===== src/rtl/mul_unit.sv =====
// Iterative 64x64 radix-2 shift-and-add multiplier (MUL / UMULH / SMULH).
// Fixed latency: one accept edge, 64 iteration edges, one sign-fix/select edge.
module mul_unit #(
    parameter int WIDTH = 64
) (
    input  logic             clk,
    input  logic             reset,
    input  logic             start,
    input  logic [1:0]       op,
    input  logic [WIDTH-1:0] a,
    input  logic [WIDTH-1:0] b,
    output logic             busy,
    output logic             done,
    output logic [WIDTH-1:0] result
);

    localparam int CW = $clog2(WIDTH);
    localparam logic [CW-1:0] LAST_ITER = CW'(WIDTH - 1);

    localparam logic [1:0] OP_MUL   = 2'b00;
    localparam logic [1:0] OP_UMULH = 2'b01;
    localparam logic [1:0] OP_SMULH = 2'b10;

    typedef enum logic [1:0] {
        IDLE = 2'd0,
        RUN  = 2'd1,
        FIX  = 2'd2
    } state_t;

    // |most-negative| wraps back to itself, which is the correct unsigned magnitude.
    function automatic logic [WIDTH-1:0] magnitude(input logic signed [WIDTH-1:0] v);
        logic [WIDTH-1:0] u;
        u = v;
        if (v[WIDTH-1]) begin
            u = ~u + WIDTH'(1);
        end
        return u;
    endfunction

    function automatic logic [2*WIDTH-1:0] cond_negate(input logic [2*WIDTH-1:0] v,
                                                       input logic             neg);
        logic [2*WIDTH-1:0] r;
        r = v;
        if (neg) begin
            r = ~v + (2*WIDTH)'(1);
        end
        return r;
    endfunction

    state_t               state_q, state_d;
    logic [CW-1:0]        cnt_q, cnt_d;
    logic [2*WIDTH-1:0]   ma_q, ma_d;
    logic [WIDTH-1:0]     mb_q, mb_d;
    logic [2*WIDTH-1:0]   acc_q, acc_d;
    logic                 neg_q, neg_d;
    logic                 hi_q, hi_d;
    logic                 busy_q, busy_d;
    logic                 done_q, done_d;
    logic [WIDTH-1:0]     result_q, result_d;
    logic [2*WIDTH-1:0]   product;
    logic                 is_smulh;

    always_comb begin
        state_d  = state_q;
        cnt_d    = cnt_q;
        ma_d     = ma_q;
        mb_d     = mb_q;
        acc_d    = acc_q;
        neg_d    = neg_q;
        hi_d     = hi_q;
        result_d = result_q;
        done_d   = 1'b0;
        product  = '0;
        is_smulh = (op == OP_SMULH);

        case (state_q)
            IDLE: begin
                if (start) begin
                    ma_d    = {{WIDTH{1'b0}}, (is_smulh ? magnitude(a) : a)};
                    mb_d    = is_smulh ? magnitude(b) : b;
                    neg_d   = is_smulh & (a[WIDTH-1] ^ b[WIDTH-1]);
                    hi_d    = (op == OP_UMULH) || (op == OP_SMULH);
                    acc_d   = '0;
                    cnt_d   = '0;
                    state_d = RUN;
                end
            end
            RUN: begin
                // ma is pre-shifted each step, so ma_q == multiplicand << i here.
                if (mb_q[0]) begin
                    acc_d = acc_q + ma_q;
                end
                ma_d  = ma_q << 1;
                mb_d  = mb_q >> 1;
                cnt_d = cnt_q + CW'(1);
                if (cnt_q == LAST_ITER) begin
                    state_d = FIX;
                end
            end
            FIX: begin
                product  = cond_negate(acc_q, neg_q);
                result_d = hi_q ? product[2*WIDTH-1:WIDTH] : product[WIDTH-1:0];
                done_d   = 1'b1;
                state_d  = IDLE;
            end
            default: begin
                state_d = IDLE;
            end
        endcase

        busy_d = (state_d == RUN) || (state_d == FIX);
    end

    always_ff @(posedge clk) begin
        if (reset) begin
            state_q  <= IDLE;
            cnt_q    <= '0;
            acc_q    <= '0;
            busy_q   <= 1'b0;
            done_q   <= 1'b0;
            result_q <= '0;
        end else begin
            state_q  <= state_d;
            cnt_q    <= cnt_d;
            acc_q    <= acc_d;
            busy_q   <= busy_d;
            done_q   <= done_d;
            result_q <= result_d;
        end
    end

    // Operand shadows are only consumed after an accept, so they need no reset.
    always_ff @(posedge clk) begin
        ma_q  <= ma_d;
        mb_q  <= mb_d;
        neg_q <= neg_d;
        hi_q  <= hi_d;
    end

    assign busy   = busy_q;
    assign done   = done_q;
    assign result = result_q;

endmodule


===== config.mk =====
export PLATFORM = sky130hd
export DESIGN_NAME = mul_unit
export DESIGN_NICKNAME = d
export VERILOG_FILES = /design/src/rtl/mul_unit.sv
export SDC_FILE = /design/constraint.sdc
export NUM_CORES = 1
export LEC_CHECK = 0
export CAP_MARGIN = 10
export CORE_MARGIN = 2
export CORE_UTILIZATION = 43
export CTS_CLUSTER_SIZE = 40
export DETAILED_ROUTE_END_ITERATION = 16
export GPL_ROUTABILITY_DRIVEN = 0
export SKIP_CTS_REPAIR_TIMING = 1
export SYNTH_ARGS = -nofsm -noshare
export SYNTH_HDL_FRONTEND = slang
export SYNTH_SLANG_ARGS = --single-unit

===== constraint.sdc =====
create_clock -name clk -period 7 [get_ports clk]
set_input_delay 1.4 -clock clk [delete_from_list [all_inputs] [get_ports clk]]
set_output_delay 1.4 -clock clk [all_outputs]
set_load 0.1 [all_outputs]

Word level (Yosys, flattened, before mapping):

Cells that the tools add are included.

* input bits: 133
* logic and storage cells: 55
* register bits: 396
* output and inout bits: 66

* bitwise gates (word level): 5
* equality and inequality tests: 9
* reduce and logical (&&, ||, !) cells: 7
* mux-type cells: 19
* $add $sub $neg: 5

Operator list (count)
* two-way mux 128 bit: 4
* one-hot mux 128 bit (2 select lines): 2
* two-way mux 64 bit: 6
* adder 128 x 1 -> 128 bit, second input constant: 1
* adder 128 bit: 1
* adder 64 x 1 -> 64 bit, second input constant: 2
* NOT 128 bit: 1
* NOT 64 bit: 2
* one-hot mux 64 bit (2 select lines): 1
* one-hot mux 6 bit (2 select lines): 1
* adder 6 x 1 -> 6 bit, second input constant: 1
* equality test 2 x 1 -> 1 bit, second input constant: 3
* equality test 2 bit, second input constant: 3
* equality test 6 bit, second input constant: 1
* two-way mux 6 bit: 1
* two-way mux 2 bit: 2
* inequality test 2 bit, second input constant: 2
* one-hot mux 2 bit (2 select lines): 1
* AND reduction 2 bit: 2
* AND reduction 3 bit: 1
* logical NOT 2 bit: 1
* logical OR 1 bit: 2
* nonzero test 2 bit: 1
* AND 1 bit: 1
* 2 further kinds: 2

Depth between registers and ports, before layout:

* depth in word-level cells: 6
* depth in mapped cells: 14
* gate-level depth less buffers: 14

Worst setup path before layout:

Ideal clock, no wire load.

* kind: input-to-reg
* from: in start
* to: reg acc_q[117]
* stages: 10
* data arrival time: 7339 ps
* path slack: -459 ps
* path buffers: 2
* required time: 6879 ps
* library setup time: 121 ps
* cell sequence: nor2_1 -> or2_2 -> inv_1 -> o21ai_0 -> nor2b_1 -> clkbuf_1 -> clkbuf_1 -> nand2_1 -> o311a_1 -> nand3_1

* word-level cells in the longest chain between the ends: 2

RTL lines
* from (decl): RTL line 8 `input logic start,`
* inequality test 2 bit (no source line)
* AND reduction 3 bit (no source line)
* to (signal assigned): RTL line 118 `acc_q <= '0;`
* to (signal assigned): RTL line 125 `acc_q <= acc_d;`
* to (decl): RTL line 54 `logic [2*WIDTH-1:0] acc_q, acc_d;`

Every way passes these cells.
A chain may end at the register's enable or synchronous reset.

Final worst setup path:

* from: in a[11]
* to: reg ma_q[61], data pin

* word-level cells in the longest chain between the ends: 6

RTL lines
* from (decl): RTL line 10 `input logic [WIDTH-1:0] a,`
* NOT 64 bit: RTL line 35 `u = ~u + WIDTH'(1);`
* adder 64 x 1 -> 64 bit: RTL line 35
* two-way mux 64 bit: RTL line 34 `if (v[WIDTH-1]) begin`
* two-way mux 64 bit: RTL line 79 `ma_d = {{WIDTH{1'b0}}, (is_smulh ? magnitude(a) : a)};`
* two-way mux 128 bit: RTL line 78 `if (start) begin`
* one-hot mux 128 bit (2 select lines): RTL line 76 `case (state_q)`
* named net ma_d[61]: RTL line 52 `logic [2*WIDTH-1:0] ma_q, ma_d;`
* to (signal assigned): RTL line 134 `ma_q <= ma_d;`
* to (decl): RTL line 52

The timed path passes the listed nets, and every way through them passes these cells. The select of a mux whose other input is x is not followed.

==> impl_results.html <==
<table>
<tr><th>Metric</th><th>Value</th></tr>
<tr><th colspan="2">Run status</th></tr>
<tr><td>Run status</td><td>finished clean</td></tr>
<tr><th colspan="2">Place</th></tr>
<tr><td>Post-detail-place hpwl</td><td>75.1 mm</td></tr>
<tr><td>Instance area after placement</td><td>31,200 µm²</td></tr>
<tr><td>Port Buffers</td><td>198</td></tr>
<tr><th colspan="2">Floorplanning</th></tr>
<tr><td>Standard-cell rows</td><td>94</td></tr>
<tr><td>Std-Cell Core Area</td><td>65,700 µm²</td></tr>
<tr><td>Die Span Y</td><td>262 µm</td></tr>
<tr><td>Io pins</td><td>199</td></tr>
<tr><td>Die outline width</td><td>262 µm</td></tr>
<tr><td>Floorplan die area</td><td>68,400 µm²</td></tr>
<tr><td>Initial standard-cell utilization of the core</td><td>43.4%</td></tr>
<tr><th colspan="2">Yosys</th></tr>
<tr><td>Syn nets</td><td>3,783</td></tr>
<tr><td>Xor and xnor fraction of the mapped netlist area</td><td>10.9%</td></tr>
<tr><td>Main combinational cell family by area after synthesis</td><td>compound AO/OA/AOI/OAI gates</td></tr>
<tr><td>Count of flip-flops with a built-in enable after synthesis</td><td>194</td></tr>
<tr><td>Syn Inst Count</td><td>3,517</td></tr>
<tr><td>Post-synthesis mux area share</td><td>0.110%</td></tr>
<tr><td>Flip-flop and latch count after synthesis</td><td>396</td></tr>
<tr><td>Count of unique library cells instantiated by Yosys</td><td>80</td></tr>
<tr><td>Synthesized area</td><td>28,500 µm²</td></tr>
<tr><td>Number of warnings issued by yosys</td><td>0</td></tr>
<tr><td>Synthesized-area fraction occupied by adder cells</td><td>5.86%</td></tr>
<tr><td>Simple-gate portion of the synthesized area</td><td>21.0%</td></tr>
<tr><td>Area fraction in compound gates after synthesis</td><td>24.5%</td></tr>
<tr><td>Synthesized area per cell</td><td>8.11 µm²</td></tr>
<tr><td>Predominant post-synthesis flop cell</td><td>dfxtp_1</td></tr>
<tr><td>Fraction of synthesis flops using an asynchronous set or reset pin</td><td>0%</td></tr>
<tr><td>Sequential fraction of the synthesis area</td><td>34.6%</td></tr>
<tr><th colspan="2">Cells and area</th></tr>
<tr><td>Final design instance area without fill</td><td>32,700 µm²</td></tr>
<tr><td>Number of fillers in the final layout</td><td>6,385</td></tr>
<tr><td>Commonest cells after routing, fill and taps aside</td><td>nand2_1 (462), o21ai_0 (411), nor2_1 (300)</td></tr>
<tr><td>Area growth from synthesis to layout</td><td>14.7%</td></tr>
<tr><td>Total Nets Final</td><td>3,878</td></tr>
<tr><td>Diodes inserted</td><td>0</td></tr>
<tr><td>Leading cell type in the layout, fill and taps excluded</td><td>nand2_1</td></tr>
<tr><td>Area of the multi-input gates</td><td>17,800 µm²</td></tr>
<tr><td>Combined flip-flop and latch cell area</td><td>9870 µm²</td></tr>
<tr><td>Fraction of layout instances using a drive strength above 1</td><td>4.19%</td></tr>
<tr><th colspan="2">Timing</th></tr>
<tr><td>Final setup viols</td><td>0</td></tr>
<tr><td>Setup TNS</td><td>0 ns</td></tr>
<tr><td>Worst slew pin tran</td><td>1.22 ns</td></tr>
<tr><td>Relative slew slack</td><td>18.5%</td></tr>
<tr><td>Period utilisation layout</td><td>72.4%</td></tr>
<tr><td>Final hold violations</td><td>0</td></tr>
<tr><td>Final critical delay including setup and external delays</td><td>5.07 ns</td></tr>
<tr><td>Achievable clock frequency</td><td>0.197 GHz</td></tr>
<tr><td>Clock skew</td><td>0.0251 ns</td></tr>
<tr><td>Pins over their slew limit</td><td>0</td></tr>
<tr><td>Setup repair after global routing missed its margin</td><td>false</td></tr>
<tr><th colspan="2">Power and ir drop</th></tr>
<tr><td>Peak supply drop</td><td>164 µV</td></tr>
<tr><td>Reported net switching power</td><td>2.24 mW</td></tr>
<tr><td>Leak pwr</td><td>12.2 nW</td></tr>
<tr><td>Power share of the combinational group</td><td>23.3%</td></tr>
<tr><td>Int Power</td><td>4.62 mW</td></tr>
<tr><td>Clock power share</td><td>36.1%</td></tr>
<tr><td>Switching share of power</td><td>32.6%</td></tr>
<tr><td>Power per Cell Area</td><td>210 nW/µm²</td></tr>
<tr><td>Sequential fraction of design power</td><td>40.5%</td></tr>
<tr><th colspan="2">Clocking</th></tr>
<tr><td>CTS Buf Count</td><td>47</td></tr>
<tr><td>Clock network latency to the later pin of the worst-skew pair</td><td>0.62 ns</td></tr>
<tr><td>Number of H-tree branching levels</td><td>2</td></tr>
<tr><td>Maximum buffer depth of the clock tree</td><td>3</td></tr>
<tr><td>Clock tree from TritonCTS</td><td>built</td></tr>
<tr><td>Number of sinks handled by clock tree synthesis</td><td>396</td></tr>
<tr><td>Clock transition at the register clock pins on the worst setup and hold paths after CTS</td><td>0.06 ns</td></tr>
<tr><td>Buffer cell driving the clock tree root</td><td>clkbuf_16</td></tr>
<tr><th colspan="2">Worst setup path</th></tr>
<tr><td>Required time at the worst-slack endpoint</td><td>7.34 ns</td></tr>
<tr><td>Startpoint types</td><td>input port</td></tr>
<tr><td>Top fanout value on the critical path</td><td>6</td></tr>
<tr><td>Critical path type</td><td>in -&gt; reg</td></tr>
<tr><td>Data arrival at the endpoint of the critical path</td><td>5.41 ns</td></tr>
<tr><td>Sort of element at the end of the critical path</td><td>register</td></tr>
<tr><th colspan="2">Run</th></tr>
<tr><td>Max-Cap Viols</td><td>0</td></tr>
<tr><th colspan="2">Route</th></tr>
<tr><td>Final wirelength</td><td>97.3 mm</td></tr>
<tr><td>First-pass iteration count of the detailed router</td><td>6</td></tr>
<tr><td>DRC violation count after routing</td><td>0</td></tr>
<tr><td>Wire per inst</td><td>21.6 µm</td></tr>
<tr><td>Per-cell via count in the routed design</td><td>5.98</td></tr>
<tr><td>ANT nets after route</td><td>0</td></tr>
<tr><td>Starting DRT DRC Count</td><td>2,516</td></tr>
<tr><td>Total via count after detailed routing</td><td>27.0k</td></tr>
<tr><th colspan="2">GRT</th></tr>
<tr><td>Wire length of the first global-routing pass</td><td>147 mm</td></tr>
<tr><td>Total Routing Usage GR</td><td>27.7%</td></tr>
<tr><td>Overflow after GRT</td><td>0</td></tr>
<tr><td>Antenna violations before repair</td><td>3</td></tr>
<tr><td>Vias in the first global route</td><td>25.1k</td></tr>
<tr><td>Largest net degree at the start of global routing</td><td>247</td></tr>
<tr><th colspan="2">Worst hold path</th></tr>
<tr><td>Class of the tightest hold or removal check</td><td>reg -&gt; reg</td></tr>
</table>
cell type report:
class / count / share of cell area [%]
Clock buffer: 67 / 4.21
Clock inverter: 20 / 0.455
Inverter: 49 / 0.574
Multi-Input combinational cell: 2894 / 54.5
Sequential cell: 396 / 30.2
Tap cell: 864 / 3.30
Timing Repair Buffer: 224 / 6.75
state kept, by name (all words and copies together), names as in the netlist:
| signal | cells |
|---|---|
| mb_q | 64 |
| result | 64 |
| neg_q | 1 |
| acc_q | 128 |
| done | 1 |
| hi_q | 1 |
| state_q | 2 |
| ma_q | 128 |
| busy | 1 |
| cnt_q | 6 |
logic make-up after synthesis:
group | after synthesis
simple gates | 1251
compound gates | 1152
flops | 396
xor+xnor | 355
buf+inv | 227
fa+ha+maj | 133
mux | 3
through the flow:
stage                     power [mW]  hold WS, ns  worst slack [ns]  std cells  util [%]
final                           6.86        0.451              1.93       4514      49.8
after global routing            7.17        0.480              1.69       4514      49.8
after CTS                       6.89        0.456              1.97       4514      49.8
after detailed placement        4.40        0.442              1.34       4427      47.4
after global placement          4.39        0.437              1.36       4427      47.4
after floorplan                 3.85        0.448              1.33       3517         -
Yosys cell counts, drive strengths merged (30+ instances only):
cell    count  area share, %
a21o       75            2.0
a31oi      30           0.66
nand4      60            1.4
inv        48           0.63
o21bai     44            1.2
or3        43           0.98
ha        132            5.8
and2       83            1.8
clkbuf    168            2.2
xnor2     191            5.9
xor2      164            5.0
a21oi     294            5.2
edfxtp    194             20
nor4       41           0.92
o31ai      59            1.6
a22oi      69            1.8
nand2     462            6.1
nor3       65            1.2
o21ai     424            7.4
nand3      55           0.98
or4        42            1.2
dfxtp     202             14
nor2      302            4.0
final timing paths:
check / cells past startpoint / slack [ns] / from / to
min reg2reg: 2 / 0.45 / result[37] / result[37]
max reg2reg: 14 / 2.09 / acc_q[0] / acc_q[80]
max: 12 / 1.93 / a[11] / ma_q[61]
min: 2 / 0.45 / result[37] / result[37]
power by group through the flow:
stage / clock network [mW] / logic (mW) / registers, mW
floorplan: 0 / 1.10 / 2.76
global placement: 0 / 1.57 / 2.82
detailed placement: 0 / 1.57 / 2.82
CTS: 2.53 / 1.58 / 2.78
global route: 2.62 / 1.75 / 2.80
finish: 2.48 / 1.60 / 2.78
layer usage:
metal | global-route usage [%] | vias to the layer above | routed length (µm)
met5 | 0 | - | 37
met4 | 10.9 | 6 | 4090
met3 | 4.26 | 206 | 6560
met2 | 43.1 | 972 | 43000
met1 | 38.5 | 12714 | 43600
li1 | - | 13092 | -
worst max-delay path: stages:
cell             delay, ns
clkdlybuf4s50_1       0.47
or4_1                 0.58
nor3_1                0.35
nand3_2               0.25
nor3_2                0.31
nand2_1               0.14
or3_1                 0.46
or3_1                 0.40
or4_1                 0.49
o31ai_1               0.30
xor2_1                0.18
o21ai_1               0.07
Power figures use the tool's default switching activity.
